`config.mk`:
```
export PLATFORM = sky130hd
export DESIGN_NAME = spike_vote_decoder
export DESIGN_NICKNAME = d
export VERILOG_FILES = /design/src/rtl/spike_vote_decoder.sv
export SDC_FILE = /design/constraint.sdc
export NUM_CORES = 1
export LEC_CHECK = 0
export CORE_UTILIZATION = 50
export CTS_CLUSTER_SIZE = 28
export DETAILED_ROUTE_END_ITERATION = 16
export GPL_TIMING_DRIVEN = 0
export PLACE_DENSITY = 0.82
export SLEW_MARGIN = 10
export SYNTH_ARGS = -nofsm -noshare
export SYNTH_HDL_FRONTEND = slang
export SYNTH_SLANG_ARGS = --single-unit
export TNS_END_PERCENT = 100
```
`constraint.sdc`:
```
create_clock -name clk -period 3.4 [get_ports clk]
set_input_delay 0.51 -clock clk [delete_from_list [all_inputs] [get_ports clk]]
set_output_delay 0.51 -clock clk [all_outputs]
set_load 0.02 [all_outputs]
```
`src/rtl/spike_vote_decoder.sv`:
```
// ============================================================================
// Module   : spike_vote_decoder
// Purpose  : Windowed pos/neg spike vote per class, argmax scan, valid/ack result.
// Revision : 1.0
// ============================================================================
`default_nettype none

module spike_vote_decoder #(
  parameter int NUM_CLASSES = 10,
  parameter int WINDOW      = 64,
  parameter int COUNT_W     = 8,
  parameter int CLASS_W     = 4
) (
  input  logic                      clk,
  input  logic                      reset,
  input  logic                      start,
  input  logic [NUM_CLASSES-1:0]    pos_spikes,
  input  logic [NUM_CLASSES-1:0]    neg_spikes,
  input  logic                      ack,
  output logic                      busy,
  output logic                      valid,
  output logic [CLASS_W-1:0]        class_out,
  output logic signed [COUNT_W-1:0] score_out
);

  localparam int c_WIN_W = (WINDOW > 1) ? $clog2(WINDOW) : 1;
  localparam logic [c_WIN_W-1:0] c_WIN_LAST  = c_WIN_W'(WINDOW - 1);
  localparam logic [CLASS_W-1:0] c_SCAN_LAST = CLASS_W'(NUM_CLASSES - 1);
  localparam logic signed [COUNT_W-1:0] c_SMAX = {1'b0, {(COUNT_W-1){1'b1}}};
  localparam logic signed [COUNT_W-1:0] c_SMIN = {1'b1, {(COUNT_W-1){1'b0}}};

  typedef enum logic [1:0] {
    S_IDLE   = 2'd0,
    S_ACCUM  = 2'd1,
    S_ARGMAX = 2'd2,
    S_DONE   = 2'd3
  } state_t;

  state_t                      r_state;
  state_t                      w_state_nxt;
  logic [c_WIN_W-1:0]          r_win_cnt;
  logic [CLASS_W-1:0]          r_scan_idx;
  logic signed [COUNT_W-1:0]   r_score [NUM_CLASSES];
  logic [CLASS_W-1:0]          r_best_idx;
  logic signed [COUNT_W-1:0]   r_best_score;
  logic [CLASS_W-1:0]          r_class_out;
  logic signed [COUNT_W-1:0]   r_score_out;

  logic                        w_start_win;
  logic signed [COUNT_W-1:0]   w_cur_score;
  logic                        w_take;
  logic [CLASS_W-1:0]          w_best_idx;
  logic signed [COUNT_W-1:0]   w_best_score;

  assign w_start_win = (r_state == S_IDLE) && start;

  // ---------------------------------------------------------------- FSM
  always_ff @(posedge clk or negedge reset) begin
    if (!reset) begin
      r_state <= S_IDLE;
    end else begin
      r_state <= w_state_nxt;
    end
  end

  always_comb begin
    w_state_nxt = r_state;
    case (r_state)
      S_IDLE:   if (start) w_state_nxt = S_ACCUM;
      S_ACCUM:  if (r_win_cnt == c_WIN_LAST) w_state_nxt = S_ARGMAX;
      S_ARGMAX: if (r_scan_idx == c_SCAN_LAST) w_state_nxt = S_DONE;
      S_DONE:   if (ack) w_state_nxt = S_IDLE;
      default:  w_state_nxt = S_IDLE;
    endcase
  end

  // ---------------------------------------------------------------- counters
  always_ff @(posedge clk or negedge reset) begin
    if (!reset) begin
      r_win_cnt  <= '0;
      r_scan_idx <= '0;
    end else if (w_start_win) begin
      r_win_cnt  <= '0;
      r_scan_idx <= '0;
    end else if (r_state == S_ACCUM) begin
      r_win_cnt  <= r_win_cnt + c_WIN_W'(1);
      r_scan_idx <= '0;
    end else if (r_state == S_ARGMAX) begin
      r_scan_idx <= r_scan_idx + CLASS_W'(1);
    end
  end

  // ---------------------------------------------------------------- per-class saturating scores
  for (genvar gi = 0; gi < NUM_CLASSES; gi++) begin : g_class
    always_ff @(posedge clk or negedge reset) begin
      if (!reset) begin
        r_score[gi] <= '0;
      end else if (w_start_win) begin
        r_score[gi] <= '0;
      end else if (r_state == S_ACCUM) begin
        // Coincident pos and neg spikes cancel.
        if (pos_spikes[gi] && !neg_spikes[gi] && (r_score[gi] != c_SMAX)) begin
          r_score[gi] <= r_score[gi] + COUNT_W'(1);
        end else if (neg_spikes[gi] && !pos_spikes[gi] && (r_score[gi] != c_SMIN)) begin
          r_score[gi] <= r_score[gi] - COUNT_W'(1);
        end
      end
    end
  end : g_class

  // ---------------------------------------------------------------- argmax scan
  assign w_cur_score  = r_score[r_scan_idx];
  // Strictly-greater replaces, so ties keep the lowest index.
  assign w_take       = (r_scan_idx == '0) || (w_cur_score > r_best_score);
  assign w_best_idx   = w_take ? r_scan_idx  : r_best_idx;
  assign w_best_score = w_take ? w_cur_score : r_best_score;

  always_ff @(posedge clk or negedge reset) begin
    if (!reset) begin
      r_best_idx   <= '0;
      r_best_score <= '0;
      r_class_out  <= '0;
      r_score_out  <= '0;
    end else if (r_state == S_ARGMAX) begin
      r_best_idx   <= w_best_idx;
      r_best_score <= w_best_score;
      if (r_scan_idx == c_SCAN_LAST) begin
        r_class_out <= w_best_idx;
        r_score_out <= w_best_score;
      end
    end
  end

  assign busy      = (r_state == S_ACCUM) || (r_state == S_ARGMAX);
  assign valid     = (r_state == S_DONE);
  assign class_out = r_class_out;
  assign score_out = r_score_out;

endmodule

`default_nettype wire
```
# Yosys cells after proc, flatten, opt, wreduce, memory -nomap -nowiden

Index checks and enable logic that the tools add are counted.

Bits in registers: 116
Input port bits: 24
Output and inout port bits: 14

Add/sub/neg operators: 22
Magnitude comparators: 2
Eq/ne operators: 29
Multiplexer cells: 55
Bitwise operators: 1
Reductions and logical operators: 89

Operators with widths:

| operator            | count |
|---|---|
| $mux 8              | 43 |
| $ne 8x8->1 const B  | 20 |
| $add 8x2->8 const B | 10 |
| $sub 8x2->8 const B | 10 |
| $logic_and 1x1->1   | 41 |
| $reduce_bool 3->1   | 11 |
| $bmux 8 s4          | 1 |
| $reduce_and 2->1    | 11 |
| $logic_not 1->1     | 20 |
| $mux 4              | 4 |
| $mux 6              | 2 |
| $gt 8x8->1          | 1 |
| $mux 2              | 4 |
| $pmux 2 s4          | 1 |
| $add 6x1->6 const B | 1 |
| $eq 6x6->1 const B  | 1 |
| $ne 2x2->1 const B  | 3 |
| $ge 5x5->1 const B  | 1 |
| $not 4->5           | 1 |
| $add 4x1->4 const B | 1 |
| $eq 2x2->1 const B  | 2 |
| $eq 4x4->1 const B  | 1 |
| $logic_not 4->1     | 1 |
| $reduce_and 4->1    | 1 |
| other kinds (5)     | 6 |

# Logic depth before layout (Yosys ltp)

Gate-level depths: netlist (run 1).

Depth after elaboration: 7
Depth in mapped cells: 15
Depth with buffers taken out: 12

# Worst setup path before layout (run 1)

Ideal clock, no wire load.

Kind: register -> register
Start: register r_scan_idx[0]
End: register r_best_idx[0]
Setup time: 0.127 ns
Data arrival time: 3.221 ns
Required time: 3.273 ns
Path slack: 0.051 ns
Stages on the path, launching flop included: 15
Clock period less this slack: 3.349 ns
Cell sequence: dfrtp_1 > buf_2 > or2_1 > clkbuf_1 > buf_2 > o221ai_1 > o31a_1 > ha_1 > a21o_1 > a2111oi_4 > o211ai_1 > a21oi_4 > or2b_4 > buf_6 > mux2_1

Word-level cells in the longest chain between the ends: 7

Ends and longest elaborated chain:

| item                                       | RTL line | text |
|---|---|---|
| start: declaration                         | 42       | `logic [CLASS_W-1:0] r_scan_idx;` |
| start signal: assignment                   | 89       | `r_scan_idx <= r_scan_idx + CLASS_W'(1);` |
| $not 4->5 (implied by the code)            | 112      | `assign w_cur_score = r_score[r_scan_idx];` |
| $bmux 8 s4                                 | 112      |  |
| $mux 8 (implied by the code) (2 in series) | 112      |  |
| $gt 8x8->1                                 | 114      | `assign w_take = (r_scan_idx == '0) \|\| (w_cur_score > r_best_score);` |
| $logic_or 1x1->1                           | 114      |  |
| $mux 4 (*)                                 | 115      | `assign w_best_idx = w_take ? r_scan_idx : r_best_idx;` |
| end signal: assignment                     | 125      | `r_best_idx <= w_best_idx;` |
| end: declaration                           | 44       | `logic [CLASS_W-1:0] r_best_idx;` |

Mark *: on every way between the ends. The rest lies on a longest branch, timed or not. The select of a mux whose other input is x is not followed.
A chain may end at the register's enable or synchronous reset.

# Final worst setup path (run 1)

Start: register r_scan_idx[0]
End: register r_best_idx[3]

Word-level cells in the longest chain between the ends: 7

Ends and longest elaborated chain:

| item                                       | RTL line |
|---|---|
| $not 4->5 (implied by the code)            | 112 |
| $bmux 8 s4                                 | 112 |
| $mux 8 (implied by the code) (2 in series) | 112 |
| $gt 8x8->1                                 | 114 |
| $logic_or 1x1->1 (*)                       | 114 |
| $mux 4 (*)                                 | 115 |

Marks and branches as above.

==> results.toml, run 1 <==
[status]
outcome = "finished with violations"
failed_checks = "negative setup slack"

[drt]
residual_antenna_violating_net_count_after_detailed_routing = 0
drt_iter0_markers = 589
routed-via-count = 7750
wirelength_mm = 22.9
drc_violations_left = 0
drt-pass1-iter-count = 6
vias_per_cell = 6.03
routedWlPerCell_um = 17.8

[floorplanning]
initial_utilization_pct = 51.6
die_h_um = 136
horiz_die_dim_um = 136
design.portCount = 38
placement_rows = 48
die_area_um2 = 18500
core_um2 = 17400

[yosys]
largest_family_of_logic_cells_by_synthesized_area = "simple AND/OR/NAND/NOR gates"
synth_common_cells = "116 x dfrtp_1, 115 x nor2_1, 102 x mux2i_1, 77 x ha_1, 66 x inv_1"
syn_avg_cell_area_um2 = 9.16
postSynthRegisterBits = 116
synth.mux.area_fraction_pct = 12.9
ys_warn_count = 0
synth_compound_area_share_pct = 14.3
synth_top_area_share_pct = 32.3
sequential_share_of_the_synthesized_area_pct = 32.3
mappedNetlistNets = 1091
yosys.area_share.adder_pct = 13.0
synth_edf_count = 0
post-synth-top-count-cell = "dfrtp_1"
post_synth_num_cell_types = 46
synth_top_cells_by_area = "dfrtp_1 32%, mux2i_1 11%, ha_1 11%"
yosys_most_used_dff = "dfrtp_1"
syn-cell-area_um2 = 8980
synthArstFlopShare_pct = 100
synth_area_leader_cell = "dfrtp_1"
synth_simple_gate_area_share_pct = 18.6
yosys.area_share.xor_xnor_pct = 4.58
synthCells = 980

[clock_tree]
cts.path.max_buffers = 2
postCtsHoldBufs = 0
tritoncts = "done"
number_of_buffers_added_by_the_clock_tree_synthesis_step = 17
h-tree-depth = 4
insertion_delay_of_the_later_clocked_pin_in_the_worst_skew_pair_ps = 440
cts.root.buffer_cell = "clkbuf_16"
clk_pin_slew_ps = 60
clock_sink_count = 116

[worst_setup_path]
critical_path.reg2reg.startpoint = "r_scan_idx[0]$_DFFE_PN0P_"
reg2regPathDepth = 13
critical_path_peak_fanout = 8
critPathArrivalTime_ps = 3790
critical_path.endpoint_type = "register"
r2r_end = "r_best_idx[3]$_DFFE_PN0P_"
worst_ep_required_time_ps = 3720
timing.setup.critical_path_class = "reg2reg"
timing.reg2reg.setup_slack_ps = -80
critPathLaunchType = "register"

[power_and_ir_drop]
power-per-cell-area_nw_per_um2 = 1000
vdd_ir_drop_max_mv = 0.556
total_leakage_power_nw = 4.61

[global_route]
grt_max_degree = 72
grt_use_met1_pct = 30.9
use_met2_pct = 43.2
first_global_vias = 7546
gr-usage-met3_pct = 4.18
initial_antenna_violation_count = 0
globalRoute.totalOverflow = 0
grt.total_usage_pct = 25.4
grt_pass1_wl_mm = 36.4
gr-max-usage-layer = "met2"

[timing]
timing.final.max_slew_violations = 0
slew-limit-headroom_pct = 33.7
achievable-frequency_ghz = 0.288
actual_transition_at_the_worst_max_transition_pin_ps = 995
final.setup.worst_slack_ps = -77.8
final.period_utilization_pct = 102
crit_path_time_final_ps = 3480
clock-skew-final_ps = 10.0
hold_ws_ps = 29.0
setup_tns_ps = -829
finalHoldViolCount = 0
grt_setup_unrepaired = "yes"
timing.final.setup_violations = 17

[layout]
finalNetCount = 1158
layout-drive-gt1-share_pct = 10.3
finalInstanceArea_um2 = 10500
final_util_pct = 60.4
num_antenna_cells = 0
layout-area-overhead-vs-synth_pct = 17.2

[flow_run]
cap_viol_max_count = 0

[hold_path]
worst_hold_path_type = "in2async"

[place]
gpl.final_weighted_congestion = 0.911
postPlaceCellArea_um2 = 9660
dp_hpwl_mm = 15.7
port_buffers = 37
-- layout make-up --
type / instances / area (um^2)
inverters: 66 / 248
flip-flops and latches: 116 / 2900
fillers: 1396 / 6890
plain buffers: 29 / 204
clock buffers: 22 / 474
repair buffers: 50 / 528
well taps: 225 / 282
clock inverters: 10 / 57.6
multi-input cells: 767 / 5830
-- metrics by stage --
stage               setup WS, ps  cells  total power [W]
floorplan                   51.1    980          0.00685
CTS                         10.9   1277           0.0101
global route                -159   1285           0.0113
global placement           -2890   1242          0.00799
finish                     -77.8   1285           0.0106
detailed placement          -341   1243          0.00824
-- worst max path at each step --
stage | from | to | slack, ps | cells after the start
2_1_floorplan | r_scan_idx[0]$_DFFE_PN0P_ | r_best_idx[0]$_DFFE_PN0P_ | 50 | 14
3_3_place_gp | reset | r_score[52]$_DFFE_PN0P_ | -2890 | 1
3_5_place_dp | r_scan_idx[0]$_DFFE_PN0P_ | r_best_score[3]$_DFFE_PN0P_ | -340 | 14
4_1_cts | r_scan_idx[1]$_DFFE_PN0P_ | r_best_score[7]$_DFFE_PN0P_ | 10 | 13
5_1_grt | r_scan_idx[0]$_DFFE_PN0P_ | score_out[2]$_DFFE_PN0P_ | -160 | 14
6_report | r_scan_idx[0]$_DFFE_PN0P_ | r_best_idx[3]$_DFFE_PN0P_ | -80 | 13
-- cells by family (layout without fill, tap and decap cells) --
group / after synthesis / count (layout)
AOI/OAI and AO/OA: 190 / 190
xor gates and xnor gates: 47 / 47
adders and majority gates: 87 / 87
buffers and inverters: 97 / 177
DFF: 116 / 116
muxes: 114 / 114
and+or+nand+nor: 329 / 329
-- power breakdown --
part           switching [W]  leakage, nW  total (W)  internal, W
Combinational        0.00330         2.85    0.00628      0.00298
Sequential          0.000725         1.49    0.00266      0.00193
Clock               0.000652        0.261    0.00163     0.000975
Total                0.00468         4.61     0.0106      0.00589
-- cells in the final DEF, fill, tap and decap left out, types with 12 or more instances in the layout --
master,instances
dfrtp_1,116
ha_1,76
o21ai_0,29
nand4_1,14
clkdlybuf4s50_1,36
nor2_1,115
o21a_1,20
nand2_1,41
clkbuf_16,19
clkbuf_1,20
nand2b_1,12
mux2i_1,97
xnor2_1,42
nor2b_1,12
inv_1,66
nand3_1,32
o41ai_1,20
a21oi_1,54
nor3_1,26
-- per-layer routing --
metal / wire length, um / share of wire (%) / vias up
met5: 0 / 0 / -
met4: 966 / 4.2 / 0
met3: 1090 / 4.8 / 67
met2: 11000 / 48 / 254
met1: 9820 / 43 / 3744
li1: - / - / 3685
-- state kept, by name, indices dropped and copies added, names as in the netlist --
register and count:
class_out 4, r_score 80, score_out 8, r_scan_idx 4, r_win_cnt 6, r_best_score 8, r_state 2, r_best_idx 4
-- critical path: stages (launching register included) --
cell and delay (ps):
dfrtp_1 420, buf_6 150, or2_4 300, buf_8 150
o221ai_4 160, o31a_1 330, ha_4 270, a21o_1 180
a2111oi_4 360, o211ai_1 220, a21oi_4 180, or2b_4 180
clkbuf_16 150, mux2_4 300
-- timing repair --
| action | CTS | global route |
|---|---|---|
| gates cloned | 0 | 2 |
| setup endpoints to repair | 23 | 32 |
| setup buffers | 4 | 6 |
| pin swaps | 2 | 5 |
| hold endpoints to repair | 0 | 0 |
| gates resized for setup | 19 | 38 |
(Power assumes the default switching activity.)
==> run 2: changes to the inputs <==
--- a/config.mk
+++ b/config.mk
@@ -8,7 +8,7 @@
 export CORE_UTILIZATION = 50
 export CTS_CLUSTER_SIZE = 28
 export DETAILED_ROUTE_END_ITERATION = 16
-export GPL_TIMING_DRIVEN = 0
+export GPL_TIMING_DRIVEN = 1
 export PLACE_DENSITY = 0.82
 export SLEW_MARGIN = 10
 export SYNTH_ARGS = -nofsm -noshare
==> run 2 against run 1 <==
The flow now finishes without violations. First-iteration DRC count increased by 7.3%. Clock power increased by 16%. Global-route usage decreased by 1.2 points. Final area decreased by 1.8%. Clock skew decreased by 2.5 ps. Setup slack improved by 250 ps. Maximum frequency increased by 7.7%. Combinational power decreased by 11%. Die area unchanged. Register-to-register slack improved by 250 ps. Critical endpoint is now score_out[4]$_DFFE_PN0P_. Largest cell class unchanged.
==> results.toml, run 2 (synthesis results as in run 1) <==
[layout]
largest_register = "r_score"
layout-area-overhead-vs-synth_pct = 15.1
finalNetCount = 1142
final_common_cell = "nor2_1"
finalInstanceArea_um2 = 10300
layout-drive-gt1-share_pct = 8.14
num_antenna_cells = 0
largest_register_ff_count = 80
layout_common_cells = "115 x nor2_1, 114 x dfrtp_1, 102 x mux2i_1"

[drt]
routed-via-count = 7514
vias_per_cell = 5.92
residual_antenna_violating_net_count_after_detailed_routing = 0
wirelength_mm = 21.0
drc_violations_left = 0
drt-pass1-iter-count = 5
routedWlPerCell_um = 16.5
drt_iter0_markers = 632

[timing]
grt_setup_unrepaired = "no"
crit_path_time_final_ps = 3230
setup_tns_ps = 0
final.period_utilization_pct = 95.0
timing.final.setup_violations = 0
slew-limit-headroom_pct = 54.4
actual_transition_at_the_worst_max_transition_pin_ps = 682
hold_ws_ps = 119
clock-skew-final_ps = 7.47
timing.final.max_slew_violations = 0
finalHoldViolCount = 0
achievable-frequency_ghz = 0.310

[clock_tree]
tritoncts = "done"
cts.root.buffer_cell = "clkbuf_16"
cts.path.max_buffers = 2
clk_pin_slew_ps = 60
h-tree-depth = 4
clock_sink_count = 116
postCtsHoldBufs = 0
insertion_delay_of_the_later_clocked_pin_in_the_worst_skew_pair_ps = 420
number_of_buffers_added_by_the_clock_tree_synthesis_step = 17

[global_route]
grt.total_usage_pct = 24.2
first_global_vias = 7357
globalRoute.totalOverflow = 0
initial_antenna_violation_count = 0
grt_max_degree = 80
grt_pass1_wl_mm = 35.0

[worst_setup_path]
crit_path_top_delay_cell = "dfrtp_1"
critPathLaunchType = "register"
crit_chain = "or2_1 -> buf_4 -> o22ai_1 -> o31a_1 -> ha_1 -> a21o_1 -> a2111oi_4 -> o211ai_1 -> a21oi_4 -> buf_4 -> mux2i_1 -> o21ai_0"
critical_path_peak_fanout = 12
critical-path-max-stage-delay_ps = 490
worst_ep_required_time_ps = 3670
critical_path.endpoint_type = "register"
timing.setup.critical_path_class = "reg2reg"
critical_path.most_common_cell = "buf_4"
critPathArrivalTime_ps = 3500

[power_and_ir_drop]
total_leakage_power_nw = 4.55
vdd_ir_drop_max_mv = 0.518
power-per-cell-area_nw_per_um2 = 983

[place]
dp_hpwl_mm = 14.8
gpl.final_weighted_congestion = 0.887
port_buffers = 37
postPlaceCellArea_um2 = 9710

[hold_path]
worst_hold_path_type = "in2async"

[floorplanning]
initial_utilization_pct = 51.6
placement_rows = 48
design.portCount = 38
die_area_um2 = 18500
core_um2 = 17400
die_h_um = 136
horiz_die_dim_um = 136

[status]
outcome = "completed"

[flow_run]
cap_viol_max_count = 0
run 2: changes by cell type in the layout (fill, tap and decap cells not counted), moves of 4 or more:
cell,delta
nor3b_1,+10
mux2i_2,-5
bufinv_16,+4
buf_8,-4
nor3b_2,-10
clkbuf_1,-17
o21ai_1,-4
mux2i_1,+5
o21ai_0,+4
mux2_4,-9
buf_6,-5
mux2_1,+9
buf_4,+14
run 2: cell type report:
| class | instances | area, um^2 |
|---|---|---|
| clock buffer | 21 | 450 |
| timing repair buffer | 63 | 604 |
| multi-input combinational | 767 | 5690 |
| inverter | 66 | 248 |
| sequential | 116 | 2910 |
| clock inverter | 11 | 158 |
| tap | 225 | 282 |
| fill | 1446 | 7080 |
run 2: path summary, 6_finish.rpt:
path,start,to,slack [ps],depth (start not counted)
max reg2reg,r_scan_idx[3]$_DFFE_PN0P_,score_out[4]$_DFFE_PN0P_,170,12
max in group asynchronous,reset,r_scan_idx[0]$_DFFE_PN0P_,2460,2
min reg2reg,score_out[2]$_DFFE_PN0P_,score_out[2]$_DFFE_PN0P_,480,2
max,r_scan_idx[3]$_DFFE_PN0P_,score_out[4]$_DFFE_PN0P_,170,12
min,reset,r_score[37]$_DFFE_PN0P_,120,1
min in group clk,score_out[2]$_DFFE_PN0P_,score_out[2]$_DFFE_PN0P_,480,2
run 2: metal layers:
metal,track usage [%],vias to the layer above,part of all wire [%]
li1,-,3645,-
met3,3.95,45,4.3
met5,0,-,0
met2,39.5,189,48
met1,31.4,3635,45
met4,10.8,0,2.4
run 2: power by group:
part           switching (W)  total, W  internal, W
logic                0.00298   0.00561      0.00263
registers           0.000729   0.00266      0.00193
clock network       0.000650   0.00189      0.00124
run 2: per-stage QoR:
stage | utilization [%] | cells | worst slack (ps) | total power, W
floorplan | - | 980 | 51.1 | 0.00685
global placement | 55.7 | 1235 | 242 | 0.00793
detailed placement | 55.7 | 1235 | 118 | 0.00816
CTS | 59.2 | 1267 | 122 | 0.0101
global route | 59.3 | 1269 | 5.34 | 0.0110
finish | 59.3 | 1269 | 169 | 0.0102
run 2: worst max-delay path, delay by kind of cell, from the launching register on:
kind	cells	cell delay (ps)
DFF	1	490
muxes	1	250
adders and majority gates	1	200
buffers and inverters	2	420
AOI/OAI and AO/OA	7	1490
and+or+nand+nor	1	230
run 2: timing repair:
item	4_1_cts	5_1_grt
setup buffers	0	2
gates resized for setup	0	2
setup endpoints to repair	0	21
==> run 3: changes to the inputs <==
--- a/config.mk
+++ b/config.mk
@@ -10,6 +10,7 @@
 export DETAILED_ROUTE_END_ITERATION = 16
 export GPL_TIMING_DRIVEN = 1
 export PLACE_DENSITY = 0.82
+export RECOVER_POWER = 50
 export SLEW_MARGIN = 10
 export SYNTH_ARGS = -nofsm -noshare
 export SYNTH_HDL_FRONTEND = slang
==> run 3 against run 2 <==
The flow now finishes with violations (max-capacitance violations, max-slew violations). Final area fell by 0.18%. Register-to-register slack barely moved. Clock skew barely moved. Setup slack barely moved. Maximum frequency barely moved. Sequential power barely moved. Power barely moved. Critical path depth did not move. Sequential share of layout area rose by 0.051 points. Critical path type unchanged. Largest power group unchanged.
==> results.toml, run 3 (synthesis results as in run 1) <==
[status]
outcome = "finished with violations"
failed_checks = "max-capacitance violations, max-slew violations"

[clock_tree]
cts.root.buffer_cell = "clkbuf_16"
clock_sink_count = 116
number_of_buffers_added_by_the_clock_tree_synthesis_step = 17
tritoncts = "done"
cts.path.max_buffers = 2
insertion_delay_of_the_later_clocked_pin_in_the_worst_skew_pair_ps = 420
clk_pin_slew_ps = 60
h-tree-depth = 4

[layout]
largest_register = "r_score"
finalNetCount = 1142
largest_register_ff_count = 80
layout_common_cells = "115 x nor2_1, 114 x dfrtp_1, 102 x mux2i_1"
num_antenna_cells = 0
layout-drive-gt1-share_pct = 8.05
final_common_cell = "nor2_1"
area_occupied_by_multi_input_gates_um2 = 5690
layout.area.seq_um2 = 2910
nFillCells = 1450
layout-area-overhead-vs-synth_pct = 14.9

[floorplanning]
initial_utilization_pct = 51.6
die_area_um2 = 18500
design.portCount = 38
core_um2 = 17400
horiz_die_dim_um = 136
die_h_um = 136
placement_rows = 48

[global_route]
grt_pass1_wl_mm = 35.0
gr-usage-met3_pct = 3.95
grt_use_met1_pct = 31.4
gr-max-usage-layer = "met2"
globalRoute.totalOverflow = 0
use_met2_pct = 39.5
first_global_vias = 7357
grt.total_usage_pct = 24.2
grt_max_degree = 80
initial_antenna_violation_count = 0

[power_and_ir_drop]
total_leakage_power_nw = 4.54
power-per-cell-area_nw_per_um2 = 984
vdd_ir_drop_max_mv = 0.518
total_power_w = 0.0102

[drt]
drt-pass1-iter-count = 5
wirelength_mm = 21.0
residual_antenna_violating_net_count_after_detailed_routing = 0
vias_per_cell = 5.91
routedWlPerCell_um = 16.5
drt_iter0_markers = 632
routed-via-count = 7504
drc_violations_left = 0

[worst_setup_path]
timing.setup.critical_path_class = "reg2reg"
critPathLaunchType = "register"
critPathArrivalTime_ps = 3500
critical_path_peak_fanout = 12
critical_path.endpoint_type = "register"
worst_ep_required_time_ps = 3670

[timing]
slew-limit-headroom_pct = -83.8
final.period_utilization_pct = 95.0
grt_setup_unrepaired = "no"
crit_path_time_final_ps = 3230
finalHoldViolCount = 0
timing.final.setup_violations = 0
timing.final.max_slew_violations = 128
setup_tns_ps = 0
achievable-frequency_ghz = 0.309
clock-skew-final_ps = 7.47
actual_transition_at_the_worst_max_transition_pin_ps = 2760

[place]
gpl.final_weighted_congestion = 0.887
dp_hpwl_mm = 14.8
port_buffers = 37

[hold_path]
worst_hold_path_type = "reg2reg"

[flow_run]
cap_viol_max_count = 2
## run 3: changes by cell type in the layout (fill, tap and decap cells not counted)
cell	previous run	this run
clkbuf_1	3	4
clkbuf_2	0	1
buf_4	23	22
buf_12	3	2
## run 3: area by class of cell
class,instances,share of cell area (%)
clock inverters,11,1.53
flip-flops and latches,116,28.2
multi-input cells,767,55.1
repair buffers,63,5.68
clock buffers,21,4.37
inverters,66,2.40
well taps,225,2.73
## run 3: timing repair
| action | CTS | global route |
|---|---|---|
| gates resized for setup | 0 | 2 |
| buffers inserted | 0 | 2 |
| setup endpoints to repair | 0 | 21 |
| hold buffers | 0 | 0 |
## run 3: path summary, 6_finish.rpt
| kind | slack [ps] | depth (start not counted) | startpoint | end |
|---|---|---|---|---|
| setup / recovery | 170 | 12 | r_scan_idx[3]$_DFFE_PN0P_ | score_out[4]$_DFFE_PN0P_ |
| hold / removal | 480 | 2 | score_out[2]$_DFFE_PN0P_ | score_out[2]$_DFFE_PN0P_ |
| setup reg to reg | 170 | 12 | r_scan_idx[3]$_DFFE_PN0P_ | score_out[4]$_DFFE_PN0P_ |
| hold reg to reg | 480 | 2 | score_out[2]$_DFFE_PN0P_ | score_out[2]$_DFFE_PN0P_ |
| max in group asynchronous | 870 | 1 | reset | r_best_score[6]$_DFFE_PN0P_ |
| min in group asynchronous | 970 | 1 | reset | r_score[37]$_DFFE_PN0P_ |
## run 3: worst max-delay path: stages, from the launching register on
cell       delay, ps
dfrtp_1          490
or2_1            230
buf_4            170
o22ai_1          110
o31a_1           340
ha_1             200
a21o_1           180
a2111oi_4        380
o211ai_1         220
a21oi_4          170
buf_4            250
mux2i_1          250
o21ai_0           90
## run 3: metal layers
metal  wire (um)  vias up
li1            -     3645
met5           0        -
met3         866       41
met2       10100      188
met1        9510     3630
met4         485        0
## run 3: where the power goes
| group | leakage (nW) | total [W] | internal, W | switching (W) |
|---|---|---|---|---|
| combinational | 2.75 | 0.00560 | 0.00263 | 0.00298 |
| sequential | 1.49 | 0.00267 | 0.00194 | 0.000729 |
| clock | 0.300 | 0.00189 | 0.00124 | 0.000650 |
| total | 4.54 | 0.0102 | 0.00580 | 0.00436 |
## run 3: through the flow
step                      std cells  setup WS [ps]  cell area, um^2  hold slack [ps]  utilization, %
after detailed placement       1235            118             9710              474            55.7
after floorplan                 980           51.1             8980              214               -
final                          1269            169            10300              481            59.2
after global routing           1269           5.34            10300              505            59.2
after global placement         1235            242             9710              464            55.7
after CTS                      1267            122            10300              138            59.2
